$ cat src/rtl/nibble_serial_addsub.sv
// Nibble-serial two's-complement add/subtract: one 4-bit slice per cycle, LSB nibble first,
// with the inter-nibble carry held in a register and a start/busy/done handshake.
//
// state | meaning
// IDLE  | waiting for start; operands captured on acceptance
// RUN   | processing nibble idx, busy=1
// DONE  | one-cycle done pulse, results valid
module nibble_serial_addsub #(
  parameter int NIB = 4
) (
  input  logic             clk,
  input  logic             rst,
  input  logic             start,
  input  logic             M,
  input  logic [4*NIB-1:0] A,
  input  logic [4*NIB-1:0] B,
  output logic             busy,
  output logic             done,
  output logic [4*NIB-1:0] Sum,
  output logic             C_out,
  output logic             ov
);

  localparam int W  = 4 * NIB;
  localparam int IW = (NIB > 1) ? $clog2(NIB) : 1;

  typedef enum logic [1:0] {IDLE, RUN, DONE} state_t;

  state_t         state;
  logic [W-1:0]   a_q, b_q, work, work_next, a_sh, b_sh;
  logic           m_q, carry;
  logic [IW-1:0]  idx;
  logic [3:0]     a_nib, b_nib, s, low;
  logic [1:0]     high;
  logic           c3, c4, last;

  // Slice split at bit 3 so the carry into the MSB is available for overflow.
  always_comb begin
    a_sh  = a_q >> {idx, 2'b00};
    b_sh  = b_q >> {idx, 2'b00};
    a_nib = a_sh[3:0];
    b_nib = b_sh[3:0] ^ {4{m_q}};
    low   = {1'b0, a_nib[2:0]} + {1'b0, b_nib[2:0]} + {3'b000, carry};
    c3    = low[3];
    high  = {1'b0, a_nib[3]} + {1'b0, b_nib[3]} + {1'b0, c3};
    c4    = high[1];
    s     = {high[0], low[2:0]};
    work_next = work;
    for (int i = 0; i < NIB; i++) begin
      if (idx == IW'(i)) work_next[i*4 +: 4] = s;
    end
    last = (idx == IW'(NIB - 1));
  end

  always_ff @(posedge clk) begin
    if (rst) begin
      state <= IDLE;
      a_q   <= '0;
      b_q   <= '0;
      m_q   <= 1'b0;
      carry <= 1'b0;
      idx   <= '0;
      work  <= '0;
      Sum   <= '0;
      C_out <= 1'b0;
      ov    <= 1'b0;
      busy  <= 1'b0;
      done  <= 1'b0;
    end else begin
      case (state)
        IDLE: begin
          if (start) begin
            a_q   <= A;
            b_q   <= B;
            m_q   <= M;
            carry <= M;
            idx   <= '0;
            work  <= '0;
            busy  <= 1'b1;
            state <= RUN;
          end
        end
        RUN: begin
          work  <= work_next;
          carry <= c4;
          if (last) begin
            Sum   <= work_next;
            C_out <= c4;
            ov    <= c3 ^ c4;
            busy  <= 1'b0;
            done  <= 1'b1;
            state <= DONE;
          end else begin
            idx <= idx + 1'b1;
          end
        end
        DONE: begin
          done  <= 1'b0;
          state <= IDLE;
        end
        default: state <= IDLE;
      endcase
    end
  end

endmodule

$ cat config.mk
export PLATFORM = sky130hd
export DESIGN_NAME = nibble_serial_addsub
export DESIGN_NICKNAME = d
export VERILOG_FILES = /design/src/rtl/nibble_serial_addsub.sv
export SDC_FILE = /design/constraint.sdc
export NUM_CORES = 1
export LEC_CHECK = 0
export CAP_MARGIN = 40
export CORE_ASPECT_RATIO = 1.5
export CORE_UTILIZATION = 54
export CTS_BUF_LIST = sky130_fd_sc_hd__clkbuf_8
export DETAILED_ROUTE_END_ITERATION = 10
export GPL_TIMING_DRIVEN = 1
export PLACE_DENSITY = 0.82
export SLEW_MARGIN = 15
export SYNTH_ARGS = -nofsm -noshare
export SYNTH_HDL_FRONTEND = slang
export SYNTH_SLANG_ARGS = --single-unit
export TNS_END_PERCENT = 100
$ cat constraint.sdc
create_clock -name clk -period 3.6 [get_ports clk]
set_input_delay 0.54 -clock clk [delete_from_list [all_inputs] [get_ports clk]]
set_output_delay 0.54 -clock clk [all_outputs]
set_load 0.02 [all_outputs]
==> results.ini <==
[clocking]
tritoncts_clock_tree = done
tritoncts.num_buffers = 9
clock_sink_count = 70
cts.repair_timing.setup_buffer_count = 0
clockRootBuffer = sky130_fd_sc_hd__clkbuf_8
cts-resized-gates = 0
clk_pin_slew_worst_paths_ns = 0.07
h-tree-depth = 3
clock_latency_ns = 0.35
max_root_sink_buffers = 2
total_of_hold_buffers_inserted_after_clock_tree_synthesis = 0

[synth]
syn_nets = 379
synth.yosys.seq_area_share = 0.456
synth-main-ff-cell = sky130_fd_sc_hd__dfxtp_1
syn_inst = 334
synthesis.yosys.warnings = 0
syn_area_per_cell_um2 = 9.19
synthDistinctLibCells = 40
synth_edf_count = 0
mappedNetlistArea_um2 = 3070
ys_seq_elements = 70
asyncSetResetFlopFracSynth = 0

[power]
power_density_nw_per_um2 = 444
vdd_ir_drop_max_uv = 341
static_leak_uw = 0.00141

[routing]
drt_via_density = 5.57
finalWirelength_mm = 6.49
routed_wire_length_per_instance_um = 14.4
detailroute.via_count = 2514
first_iter_violations = 162
drcViolationCount = 0
ant_nets = 0
drt_pass1_iterations = 4

[critical_path]
setup.worst_path.class = reg2reg
required_time_of_the_critical_path_ns = 3.87
worstPathMaxFanout = 13
crit_arrival_ns = 3.47
startpoint_type = flip-flop
crit_path_end_kind = flip-flop

[global_routing]
grt_start_max_net_pins = 54
first_global_vias = 2290
grtUsageTotal = 0.236
antenna_found_initial = 0
grt.overflow.total = 0
grt_pass1_wl_mm = 10.8

[die]
starting_density = 0.559
top_level_ports = 56
core_region_area_um2 = 5490
width_of_the_chip_um = 63.6
die_area_um2 = 6000
die_y_um = 94.4
placementRows = 33

[timing]
finalSetupViolCount = 0
timing.slew.headroom = 0.550
maxClockFrequency_ghz = 0.313
worst_slack_ns = 0.406
clock_skew_ns = 0.00949
period_minus_slack_ns = 3.19
timing.final.hold_violations = 0
worstMarginPinSlew_ns = 0.675
rsz0062_at_grt = no
maxSlewViolCount = 0
final.period_utilization = 0.887
sum_of_negative_setup_slack_ns = 0

[placed_design]
placement.setup.worst_slack_ns = 0.395
port_buffers = 55
place.gp.congestion = 0.839
detailedPlacementHpwl_mm = 4.52

[final_layout]
layout-drive-gt1-share = 0.0866
layout.nets = 421
antenna_cells = 0
final_core_util = 0.686
flow.area_growth_from_synthesis_pct = 22.7

[outcome]
run_status = finished clean

[min_path]
hp-class = reg2reg

[job]
timing.max_cap.violations = 0

[per-layer routing]
layer | vias up | part of all wire | GRT usage | routed length (um)
met4 | 0 | 0.020 | 0.110 | 133
li1 | 1236 | - | - | -
met1 | 1196 | 0.41 | 0.274 | 2690
met5 | - | 0 | 0 | 0
met3 | 11 | 0.037 | 0.0519 | 243
met2 | 71 | 0.53 | 0.411 | 3430
[flip-flops by register name, indices dropped and copies added (netlist names)]
register,flops
C_out,1
Sum,16
a_q,16
b_q,16
busy,1
carry,1
done,1
idx,2
m_q,1
ov,1
state,2
work,12
[logic make-up after synthesis]
family / after synthesis / synth area share
buffers and inverters: 37 / 0.0644
DFF: 70 / 0.456
xor gates and xnor gates: 6 / 0.0171
muxes: 14 / 0.0782
and+or+nand+nor: 103 / 0.153
adders and majority gates: 9 / 0.0440
AOI/OAI and AO/OA: 95 / 0.187
[critical path, stage by stage, from the launching register on]
cell,delay [ns]
sky130_fd_sc_hd__dfxtp_1,0.76
sky130_fd_sc_hd__mux4_2,0.60
sky130_fd_sc_hd__xor2_1,0.15
sky130_fd_sc_hd__ha_1,0.34
sky130_fd_sc_hd__a21oi_1,0.24
sky130_fd_sc_hd__nand2_1,0.11
sky130_fd_sc_hd__fa_1,0.66
sky130_fd_sc_hd__nand3_1,0.11
sky130_fd_sc_hd__a21oi_1,0.15
[path summary, 6_finish.rpt]
path                                      startpoint                     to  slack [ns]  depth (start not counted)
worst max-delay path             idx[0]$_SDFFE_PP0P_  work[11]$_SDFFE_PP0P_        0.41                          8
worst min-delay path            b_q[10]$_SDFFE_PP0P_   b_q[10]$_SDFFE_PP0P_        0.45                          2
worst max register to register   idx[0]$_SDFFE_PP0P_  work[11]$_SDFFE_PP0P_        0.41                          8
worst min register to register  b_q[10]$_SDFFE_PP0P_   b_q[10]$_SDFFE_PP0P_        0.45                          2
[area by class of cell]
cell class	instances	area, um2
clock buffers	9	124
clock inverters	7	57.6
fillers	456	1730
inverters	7	26.3
multi-input cells	227	1470
flip-flops and latches	70	1400
well taps	70	87.6
repair buffers	61	598
[power breakdown]
group | switching [uW] | internal, uW | leakage (uW)
logic | 134 | 115 | 0.000739
clock network | 282 | 310 | 0.000105
registers | 25.5 | 805 | 0.000570
[cells in the mapped netlist (5+ instances only)]
library cell                number  share of area
sky130_fd_sc_hd__a21oi_1        57          0.093
sky130_fd_sc_hd__a22o_1          8          0.023
sky130_fd_sc_hd__buf_2          11          0.018
sky130_fd_sc_hd__clkbuf_1        9          0.011
sky130_fd_sc_hd__dfxtp_1        70           0.46
sky130_fd_sc_hd__ha_1            6          0.024
sky130_fd_sc_hd__inv_1           6         0.0073
sky130_fd_sc_hd__mux2i_1         6          0.020
sky130_fd_sc_hd__mux4_2          8          0.059
sky130_fd_sc_hd__nand2_1        69          0.084
sky130_fd_sc_hd__nand3_1        10          0.016
sky130_fd_sc_hd__nand3b_1        5          0.012
sky130_fd_sc_hd__nor2_1          9          0.011
sky130_fd_sc_hd__o21ai_1        10          0.016
sky130_fd_sc_hd__o2bb2ai_1       7          0.020
[cells in the final DEF, fill, tap and decap left out, drive strengths merged, types with 3 or more instances in the layout]
cell,n
o2bb2ai,8
inv,9
mux4,8
nand2,69
buf,7
clkbuf,9
fa,3
dfxtp,70
a22o,8
nor2,9
clkdlybuf4s50,54
xor2,4
o21ai,13
nor3b,4
mux2i,6
a21oi,58
nand3b,5
clkinv,4
ha,6
nand3,10
[stage by stage]
stage	area [um2]	hold slack [ns]	power [uW]	cells
6_report	3770	0.454	1670	451
5_1_grt	3770	0.478	1740	451
4_1_cts	3770	0.455	1680	451
3_5_place_dp	3580	0.445	1100	435
3_3_place_gp	3560	0.438	1080	433
2_1_floorplan	3070	0.433	1010	334
Note: power is estimated with default switching activity, not from simulation.
